===== src/rtl/ir_dispatch_if.sv =====
// Dispatcher <-> environment bundle: program start, microsequencer handshake,
// instruction memory read port and status flags.
interface ir_dispatch_if #(
  parameter int PC_W = 8
);
  logic            start;
  logic            seq_done;
  logic [7:0]      mem_data;
  logic            mem_valid;
  logic            mem_req;
  logic [PC_W-1:0] pc;
  logic [5:0]      ir_out;
  logic            busy;
  logic            halted;
  logic            illegal;
  logic            wd_err;

  modport master (
    input  start, seq_done, mem_data, mem_valid,
    output mem_req, pc, ir_out, busy, halted, illegal, wd_err
  );

  modport slave (
    output start, seq_done, mem_data, mem_valid,
    input  mem_req, pc, ir_out, busy, halted, illegal, wd_err
  );
endinterface


===== src/rtl/ir_dispatch.sv =====
// Instruction fetch/decode/dispatch FSM feeding a microsequencer IR input.
// Optional watchdog on the wait states is enabled by defining DISPATCH_WATCHDOG_EN.
module ir_dispatch #(
  parameter int PC_W     = 8,
  parameter int WD_LIMIT = 8
) (
  input logic           clk,
  input logic           rst,
  ir_dispatch_if.master bus
);

  localparam logic [2:0] S_IDLE   = 3'd0;
  localparam logic [2:0] S_FETCH  = 3'd1;
  localparam logic [2:0] S_MEMRD  = 3'd2;
  localparam logic [2:0] S_DECODE = 3'd3;
  localparam logic [2:0] S_EXEC   = 3'd4;
  localparam logic [2:0] S_HALT   = 3'd5;

  localparam logic [5:0] OP_FETCH = 6'd1;
  localparam logic [5:0] OP_HALT  = 6'd56;

  if (PC_W < 1 || WD_LIMIT < 1) begin : g_param_chk
    $error("ir_dispatch: PC_W and WD_LIMIT must be at least 1");
  end

  logic [2:0]      state_q, state_d;
  logic [PC_W-1:0] pc_q, pc_d;
  logic [5:0]      ir_q, ir_d;
  logic [5:0]      op_q;
  logic            op_load;
  logic            mem_req_q, busy_q, halted_q;
  logic            illegal_q, illegal_d;
  logic            wd_expire;
  logic            unused_mem_hi;

  assign unused_mem_hi = ^bus.mem_data[7:6];

  function automatic logic is_legal(input logic [5:0] op);
    return op inside {6'd1, 6'd4, 6'd8, 6'd12, 6'd14, 6'd16, 6'd18, 6'd21,
                      6'd24, 6'd27, 6'd30, 6'd33, [6'd36:6'd52],
                      6'd54, 6'd55, 6'd56};
  endfunction

  always_comb begin
    state_d   = state_q;
    pc_d      = pc_q;
    illegal_d = illegal_q;
    op_load   = 1'b0;
    case (state_q)
      S_IDLE:   if (bus.start) state_d = S_FETCH;
      S_FETCH:  if (bus.seq_done) state_d = S_MEMRD;
      S_MEMRD: begin
        if (bus.mem_valid) begin
          op_load = 1'b1;
          pc_d    = pc_q + 1'b1;
          state_d = S_DECODE;
        end
      end
      S_DECODE: begin
        if (is_legal(op_q)) begin
          state_d = S_EXEC;
        end else begin
          illegal_d = 1'b1;
          state_d   = S_HALT;
        end
      end
      S_EXEC:   if (bus.seq_done) state_d = (op_q == OP_HALT) ? S_HALT : S_FETCH;
      S_HALT:   state_d = S_HALT;
      default:  state_d = S_IDLE;
    endcase
    if (wd_expire) state_d = S_HALT;

    // Outputs are registered, so they are computed from the state being entered.
    case (state_d)
      S_FETCH: ir_d = OP_FETCH;
      S_EXEC:  ir_d = op_q;
      S_HALT:  ir_d = OP_HALT;
      default: ir_d = 6'd0;
    endcase
  end

  always_ff @(posedge clk or posedge rst) begin
    if (rst) begin
      state_q   <= S_IDLE;
      pc_q      <= '0;
      ir_q      <= '0;
      mem_req_q <= 1'b0;
      busy_q    <= 1'b0;
      halted_q  <= 1'b0;
      illegal_q <= 1'b0;
    end else begin
      state_q   <= state_d;
      pc_q      <= pc_d;
      ir_q      <= ir_d;
      mem_req_q <= (state_d == S_MEMRD);
      busy_q    <= (state_d != S_IDLE) && (state_d != S_HALT);
      halted_q  <= (state_d == S_HALT);
      illegal_q <= illegal_d;
    end
  end

  // Opcode is only consumed in DECODE/EXEC, always after a load.
  always_ff @(posedge clk) begin
    if (op_load) op_q <= bus.mem_data[5:0];
  end

`ifdef DISPATCH_WATCHDOG_EN
  localparam int WD_W = $clog2(WD_LIMIT + 1);

  logic [WD_W-1:0] wd_cnt_q, wd_cnt_d;
  logic            wd_err_q;
  logic            waiting;

  always_comb begin
    waiting   = (((state_q == S_FETCH) || (state_q == S_EXEC)) && !bus.seq_done) ||
                ((state_q == S_MEMRD) && !bus.mem_valid);
    wd_expire = waiting && (wd_cnt_q == WD_W'(WD_LIMIT - 1));
    wd_cnt_d  = (waiting && !wd_expire) ? wd_cnt_q + 1'b1 : '0;
  end

  always_ff @(posedge clk or posedge rst) begin
    if (rst) begin
      wd_cnt_q <= '0;
      wd_err_q <= 1'b0;
    end else begin
      wd_cnt_q <= wd_cnt_d;
      wd_err_q <= wd_err_q | wd_expire;
    end
  end

  assign bus.wd_err = wd_err_q;
`else
  assign wd_expire  = 1'b0;
  assign bus.wd_err = 1'b0;
`endif

  assign bus.mem_req = mem_req_q;
  assign bus.pc      = pc_q;
  assign bus.ir_out  = ir_q;
  assign bus.busy    = busy_q;
  assign bus.halted  = halted_q;
  assign bus.illegal = illegal_q;

endmodule


===== src/flat_wrapper.sv =====
// flat-port wrapper written by rule: the top's interface ports become plain ports
module ir_dispatch_flat 
#(
  parameter int PC_W     = 8,
  parameter int WD_LIMIT = 8
)
  (clk, rst, bus_start, bus_seq_done, bus_mem_data, bus_mem_valid, bus_mem_req, bus_pc, bus_ir_out, bus_busy, bus_halted, bus_illegal, bus_wd_err);
  ir_dispatch_if #(.PC_W(PC_W)) bus_i ();
  input logic clk;
  input logic rst;
  input wire logic [$bits(bus_i.start)-1:0] bus_start;
  input wire logic [$bits(bus_i.seq_done)-1:0] bus_seq_done;
  input wire logic [$bits(bus_i.mem_data)-1:0] bus_mem_data;
  input wire logic [$bits(bus_i.mem_valid)-1:0] bus_mem_valid;
  output wire logic [$bits(bus_i.mem_req)-1:0] bus_mem_req;
  output wire logic [$bits(bus_i.pc)-1:0] bus_pc;
  output wire logic [$bits(bus_i.ir_out)-1:0] bus_ir_out;
  output wire logic [$bits(bus_i.busy)-1:0] bus_busy;
  output wire logic [$bits(bus_i.halted)-1:0] bus_halted;
  output wire logic [$bits(bus_i.illegal)-1:0] bus_illegal;
  output wire logic [$bits(bus_i.wd_err)-1:0] bus_wd_err;
  assign bus_i.start = bus_start;
  assign bus_i.seq_done = bus_seq_done;
  assign bus_i.mem_data = bus_mem_data;
  assign bus_i.mem_valid = bus_mem_valid;
  assign bus_mem_req = bus_i.mem_req;
  assign bus_pc = bus_i.pc;
  assign bus_ir_out = bus_i.ir_out;
  assign bus_busy = bus_i.busy;
  assign bus_halted = bus_i.halted;
  assign bus_illegal = bus_i.illegal;
  assign bus_wd_err = bus_i.wd_err;
  ir_dispatch #(.PC_W(PC_W), .WD_LIMIT(WD_LIMIT)) u_core (.clk(clk), .rst(rst), .bus(bus_i));
endmodule

===== config.mk =====
export PLATFORM = sky130hd
export DESIGN_NAME = ir_dispatch_flat
export DESIGN_NICKNAME = d
export VERILOG_FILES = /design/src/rtl/ir_dispatch_if.sv /design/src/rtl/ir_dispatch.sv /design/src/flat_wrapper.sv
export SDC_FILE = /design/constraint.sdc
export NUM_CORES = 1
export LEC_CHECK = 0
export BUFFER_PORTS_ARGS = -buffer_cell sky130_fd_sc_hd__buf_2
export CORE_MARGIN = 2
export CORE_UTILIZATION = 54
export DETAILED_ROUTE_END_ITERATION = 6
export PLACE_DENSITY = 0.82
export SYNTH_ARGS = -nofsm -noshare
export SYNTH_HDL_FRONTEND = slang
export SYNTH_SLANG_ARGS = --single-unit

===== constraint.sdc =====
create_clock -name clk -period 4.24 [get_ports clk]
set_input_delay 0.212 -clock clk [delete_from_list [all_inputs] [get_ports clk]]
set_output_delay 0.212 -clock clk [all_outputs]
set_load 0.02 [all_outputs]

==> run_results.csv, run 1 <==
group,metric,value,unit
sta,tightest_slew,0.828,ns
synthesis,postSynthAreaPerCell,12.7,µm²
synthesis,ys_top_cells_by_area,"dfrtp_1 (44%), edfxtp_1 (15%), xnor2_1 (4.4%)",
routing,dr.pass1.iters,4,
floorplan,io_pins,32,
sta,finalCriticalPeriod,2.21,ns
sta,rsz0062_at_grt,"no",
synthesis,synth.cell_area,1190,µm²
global_routing,grt_pass1_vias,733,
synthesis,seq_area_frac_synth,59.2,%
worst_setup_path,cp_cell_sequence,"nor2_1 -> mux2_1 -> a221o_1 -> o21ai_4 -> mux2_4",
sta,hold-worst-slack,-0.00814,ns
sta,finalHoldViolCount,21,
sta,finalSetupTns,0,ns
power_and_ir_drop,pwr_density_cell,576,nW/µm²
cts,clockBufferDepth,2,
worst_setup_path,critPathMaxFanout,10,
synthesis,postSynthCellCount,94,
sta,worst_slack,2.03,ns
cts,cts_tree,"yes",
floorplan,start_util,55.5,%
cts,cts-root-buf,"clkbuf_4",
final_layout,area_growth,16.2,%
worst_setup_path,r2r-start,"u_core.op_q[3]",
global_routing,grt_start_max_net_pins,22,
power_and_ir_drop,p_comb_share,37.1,%
synthesis,synth-edff-count,6,
sta,skew,0.00409,ns
synthesis,synth_seq_cells,27,
outcome,outcome,"complete, but fails checks",
worst_setup_path,slowest_stage,"edfxtp_1",
cts,cts_sinks,27,
global_routing,grt_pass1_wl,3.23,mm
cts,cts_hold_buffers,0,
routing,wire_per_inst,12.8,µm
routing,dr_total_vias,797,
power_and_ir_drop,p_int,496,µW
routing,drc,0,
cts,clkTransAtPathRegs,0.14,ns
synthesis,synth_nets,108,
power_and_ir_drop,swShare,37.9,%
power_and_ir_drop,p_seq_share,48.8,%
worst_setup_path,end_kind,"flop",
worst_setup_path,crit_type,"flop to flop",
synthesis,yosysMostFrequentCell,"dfrtp_1",
floorplan,die_h,51.0,µm
power_and_ir_drop,peakVddDrop,0.315,mV
cts,numCtsBuffers,3,
placed_design,preCtsSetupSlack,2.05,ns
routing,routed_wirelength,1.94,mm
cts,post-cts-setup-buffer-count,0,
synthesis,ys_types,37,
routing,drtIter0Drc,14,
worst_setup_path,critPathArrivalTime,2.44,ns
floorplan,core,2150,µm²
worst_setup_path,cp-start-kind,"flop",
synthesis,yosysTopAreaCell,"dfrtp_1",
floorplan,fp-row-count,17,
routing,antenna_left,0,
synthesis,yosysWarnings,0,
synthesis,async_flop_share,77.8,%
routing,vias_per_cell,5.24,
global_routing,gr-total-overflow,0,
sta,setup_violations,0,
worst_setup_path,cp.required,4.48,ns
global_routing,track_usage,17.4,%
worst_setup_path,critPathLaunch,"u_core.op_q[3]",
cts,cts_max_level,1,
placed_design,gp_congestion,0.749,
power_and_ir_drop,cellLeakagePower,0.000651,µW
final_layout,drive_gt1_share,29.0,%
run,maxCapViolations,0,
power_and_ir_drop,p_sw,302,µW
power_and_ir_drop,clkPwrFrac,14.2,%
final_layout,diodes,0,
synthesis,yosys-top-cells-count,"dfrtp_1 (21), edfxtp_1 (6), nand2_1 (6), xnor2_1 (6), nor2_1 (5)",
global_routing,antenna_found_initial,0,
sta,slew-limit-headroom,44.5,%
floorplan,dieArea,2600,µm²
synthesis,synth_flop_cell,"dfrtp_1",
sta,period_share,52.0,%
synthesis,yosysTopAreaCellShare,44.1,%
final_layout,nNetsFinal,139,
worst_hold_path,hold_path_class,"input pin to asynchronous set/reset pin",
outcome,violations,"hold timing",
placed_design,port_buffers,28,
sta,maxSlewViolCount,0,
cts,insertion_delay,0.33,ns
worst_setup_path,critical-path-max-stage-delay,0.51,ns
cts,cts_resized,0,
sta,fmax,0.453,GHz
floorplan,die_x,51.0,µm
flip-flops by register name, summed over array words and instances (netlist names):
register and flops:
u_core.bus.pc 8, u_core.bus.halted 1, u_core.bus.illegal 1, u_core.state_q 3, u_core.bus.busy 1, u_core.bus.mem_req 1, u_core.op_q 6, u_core.bus.ir_out 6
logic make-up (layout without fill, tap and decap cells):
logic type               Yosys count  count (layout)  synth area share [%]
AND/OR/NAND/NOR                   33              33                  16.7
other                              1               1                 0.314
adder cells (fa/ha/maj)            1               1                  1.05
multiplexers                       6               6                  5.67
AO/OA/AOI/OAI                     15              15                  10.3
flip-flops                        27              27                  59.2
buffers and inverters              4              34                  1.68
XOR/XNOR                           7               7                  5.14
area by class of cell:
type	instances	area, µm²
fill	182	763
tap	28	35.0
clock inverter	1	7.51
clock buffer	3	22.5
timing repair buffer	28	140
multi-input combinational	63	467
sequential	27	706
inverter	2	7.51
metal layers:
metal	wire length (µm)	track usage [%]	vias up
met5	0	0	-
met4	49	11.3	0
li1	-	-	399
met2	938	27.3	23
met3	86	3.22	5
met1	865	22.0	370
worst max-delay path, delay by kind of cell (launching register included):
kind	cells	cell delay (ns)
compound gates	2	0.72
mux	2	0.67
flops	1	0.51
simple gates	1	0.21
power groups by stage:
| stage | registers [µW] | logic [µW] | clock network (µW) |
|---|---|---|---|
| 4_1_cts | 389 | 300 | 119 |
| 3_3_place_gp | 391 | 290 | 0 |
| 3_5_place_dp | 395 | 298 | 0 |
| 2_1_floorplan | 447 | 160 | 0 |
| 5_1_grt | 399 | 324 | 127 |
| 6_report | 389 | 296 | 113 |
stage by stage:
step | hold WS (ns) | cells | total power (µW) | utilization, % | cell area (µm²)
global route | 0.0236 | 152 | 851 | 64.5 | 1390
global placement | 0.373 | 148 | 681 | 63.1 | 1360
finish | -0.00814 | 152 | 798 | 64.5 | 1390
floorplan | 0.189 | 94 | 606 | - | 1190
CTS | 0.0135 | 152 | 807 | 64.5 | 1390
detailed placement | 0.390 | 148 | 693 | 63.1 | 1360
worst paths after layout:
| check | to | slack (ns) | depth (start not counted) |
|---|---|---|---|
| worst max-delay path | u_core.bus.ir_out[0] | 2.03 | 5 |
| worst min-delay path | u_core.state_q[0] | -0.008 | 2 |
| worst max register to register | u_core.bus.ir_out[0] | 2.03 | 5 |
| worst min register to register | u_core.bus.illegal | 0.49 | 1 |
| max in group asynchronous | u_core.bus.pc[1] | 3.77 | 2 |
| min in group clk | u_core.op_q[3] | 0.04 | 1 |
layout by cell type, fill, tap and decap left out:
master	count
and3_1	2
ha_1	1
a221o_1	1
a311oi_1	1
o21a_1	3
nor3b_1	3
conb_1	1
a311o_1	1
mux2_1	1
xnor2_1	6
o21ai_4	1
a211o_1	1
dfrtp_1	21
nor2b_1	2
o21ai_1	1
edfxtp_1	6
nand2b_1	3
and2_1	2
nand3b_1	2
nor3_2	1
inv_1	2
a31oi_1	1
xor2_1	1
clkbuf_4	3
a21oi_1	2
and3b_1	3
mux2i_1	3
o32a_1	1
nor2_1	5
buf_2	28
mux2_4	1
o21bai_1	1
nand2_1	6
nand4_1	3
mux2_2	1
nor4b_1	1
o211ai_1	1
clkinvlp_4	1
(Power assumes the default switching activity.)
==> run 2, diff against run 1 <==
--- a/config.mk
+++ b/config.mk
@@ -7,9 +7,9 @@
 export LEC_CHECK = 0
 export BUFFER_PORTS_ARGS = -buffer_cell sky130_fd_sc_hd__buf_2
 export CORE_MARGIN = 2
-export CORE_UTILIZATION = 54
+export CORE_UTILIZATION = 50
 export DETAILED_ROUTE_END_ITERATION = 6
-export PLACE_DENSITY = 0.82
+export PLACE_DENSITY = 0.76
 export SYNTH_ARGS = -nofsm -noshare
 export SYNTH_HDL_FRONTEND = slang
 export SYNTH_SLANG_ARGS = --single-unit
==> constraint.sdc (replaced) <==
create_clock -name clk -period 2.2 [get_ports clk]
set_input_delay 0.11 -clock clk [delete_from_list [all_inputs] [get_ports clk]]
set_output_delay 0.11 -clock clk [all_outputs]
set_load 0.02 [all_outputs]
==> run 2 against run 1 <==
Compared with the run above:
- the run now ends clean
- sequential cell count did not move
- first-iteration DRC count down 50%
- sequential power is 94% higher
==> run_results.csv, run 2 (synthesized netlist as in run 1, its figures left out) <==
group,metric,value,unit
floorplan,core,2230,µm²
global_routing,grt_pass1_vias,794,
sta,fmax,0.475,GHz
sta,skew,0.00533,ns
sta,period_share,95.8,%
global_routing,grt_pass1_wl,3.45,mm
worst_setup_path,cp-start-kind,"flop",
worst_setup_path,r2r-start,"u_core.op_q[2]",
final_layout,area_growth,25.5,%
worst_hold_path,hold_path_class,"input pin to flop",
cts,numCtsBuffers,3,
final_layout,final_common_cell,"buf_2",
routing,wire_per_inst,12.9,µm
worst_hold_path,hp-start,"bus_seq_done",
placed_design,preCtsSetupSlack,0.129,ns
worst_setup_path,reg2regPathDepth,6,
worst_hold_path,whs_path_depth,3,
routing,antenna_left,0,
power_and_ir_drop,peakVddDrop,0.655,mV
final_layout,nNetsFinal,152,
worst_setup_path,cp_cell_sequence,"nor2_1 -> mux2_1 -> a221o_1 -> o21ai_4 -> buf_4 -> mux2i_1",
worst_setup_path,critPathLaunch,"u_core.op_q[2]",
cts,clkTransAtPathRegs,0.13,ns
sta,worst_slack,0.0931,ns
sta,rsz0062_at_grt,"no",
sta,finalCriticalPeriod,2.11,ns
worst_setup_path,crit_type,"flop to flop",
worst_setup_path,critPathMaxFanout,9,
cts,cts_max_level,1,
routing,drtIter0Drc,7,
sta,finalHoldViolCount,0,
floorplan,io_pins,32,
power_and_ir_drop,pwr_density_cell,1060,nW/µm²
placed_design,gp_congestion,0.779,
floorplan,start_util,53.4,%
sta,maxSlewViolCount,0,
sta,hold-worst-slack,0.127,ns
power_and_ir_drop,cellLeakagePower,0.000711,µW
global_routing,antenna_found_initial,0,
run,maxCapViolations,0,
final_layout,largest_register_ffs,8,
cts,cts-root-buf,"clkbuf_4",
cts,cts_sinks,27,
global_routing,grt_start_max_net_pins,22,
worst_setup_path,end_kind,"flop",
worst_setup_path,critPathArrivalTime,2.36,ns
cts,insertion_delay,0.31,ns
floorplan,fp-row-count,17,
global_routing,use_met1,19.7,%
floorplan,die_x,52.8,µm
final_layout,drive_gt1_share,29.9,%
final_layout,fin_util,67.0,%
final_layout,mostFrequentLayoutCells,"buf_2 (28), dfrtp_1 (21), dlygate4sd3_1 (7)",
sta,slew-limit-headroom,47.8,%
routing,vias_per_cell,5.24,
global_routing,met3_usage,6.29,%
global_routing,grtUsageMet2,30.8,%
global_routing,busiest_layer,"met2",
sta,tightest_slew,0.782,ns
routing,dr.pass1.iters,2,
routing,routed_wirelength,2.13,mm
sta,finalSetupTns,0,ns
cts,clockBufferDepth,2,
outcome,outcome,"complete, no violations",
routing,drc,0,
global_routing,gr-total-overflow,0,
final_layout,final.fill_count,185,
placed_design,dp_hpwl,1.53,mm
global_routing,track_usage,17.2,%
worst_setup_path,slowest_stage,"edfxtp_1",
worst_setup_path,critical-path-max-stage-delay,0.52,ns
final_layout,diodes,0,
sta,setup_violations,0,
routing,dr_total_vias,864,
placed_design,port_buffers,28,
cts,cts_tree,"yes",
floorplan,dieArea,2790,µm²
worst_setup_path,cp.required,2.45,ns
floorplan,die_h,52.8,µm
[run 2: cell count changes in the layout (fill, tap and decap cells not counted)]
| cell | previous run | this run |
|---|---|---|
| clkbuf_1 | 0 | 1 |
| buf_4 | 0 | 6 |
| clkinvlp_4 | 1 | 0 |
| dlygate4sd3_1 | 0 | 7 |
[run 2: metal layers]
metal,vias up,wire length [µm]
li1,425,-
met4,0,13
met3,2,110
met2,23,1090
met5,-,0
met1,414,911
[run 2: power by group]
group	internal, µW	total (µW)	switching (µW)
clock	70.8	200	129
combinational	287	628	342
sequential	643	753	110
total	1000	1580	582
[run 2: layout make-up]
cell class              count  area [µm²]  share of cell area [%]
clock buffers               4        26.3                    1.76
inverters                   2        7.51                   0.502
multi-input cells          63         467                    31.2
flip-flops and latches     27         706                    47.2
well taps                  28        35.0                    2.34
repair buffers             41         255                    17.1
[run 2: critical path, delay by kind of cell (launching register included)]
kind,cells,cell delay (ns)
multiplexers,2,0.52
flip-flops,1,0.52
AND/OR/NAND/NOR,1,0.19
AO/OA/AOI/OAI,2,0.64
buffers and inverters,1,0.18
[run 2: path summary, 6_finish.rpt]
kind	slack [ns]	end
worst min register to register	0.48	u_core.bus.pc[7]
min in group asynchronous	0.46	u_core.bus.pc[6]
worst max-delay path	0.09	u_core.bus.busy
worst max register to register	0.09	u_core.bus.busy
max in group asynchronous	1.25	u_core.bus.pc[2]
worst min-delay path	0.13	u_core.state_q[1]
[run 2: repair_timing]
item	in CTS	in global routing
setup endpoints to repair	0	1
setup buffers	0	3
hold buffers	7	0
resized for setup	0	0
hold endpoints to repair	27	0
[run 2: metrics by stage]
| stage | area, µm² | power, µW | std cells |
|---|---|---|---|
| after CTS | 1470 | 1590 | 162 |
| final | 1500 | 1580 | 165 |
| after global placement | 1380 | 1350 | 151 |
| after global routing | 1500 | 1680 | 165 |
| after detailed placement | 1380 | 1380 | 151 |
| after floorplan | 1190 | 1170 | 94 |
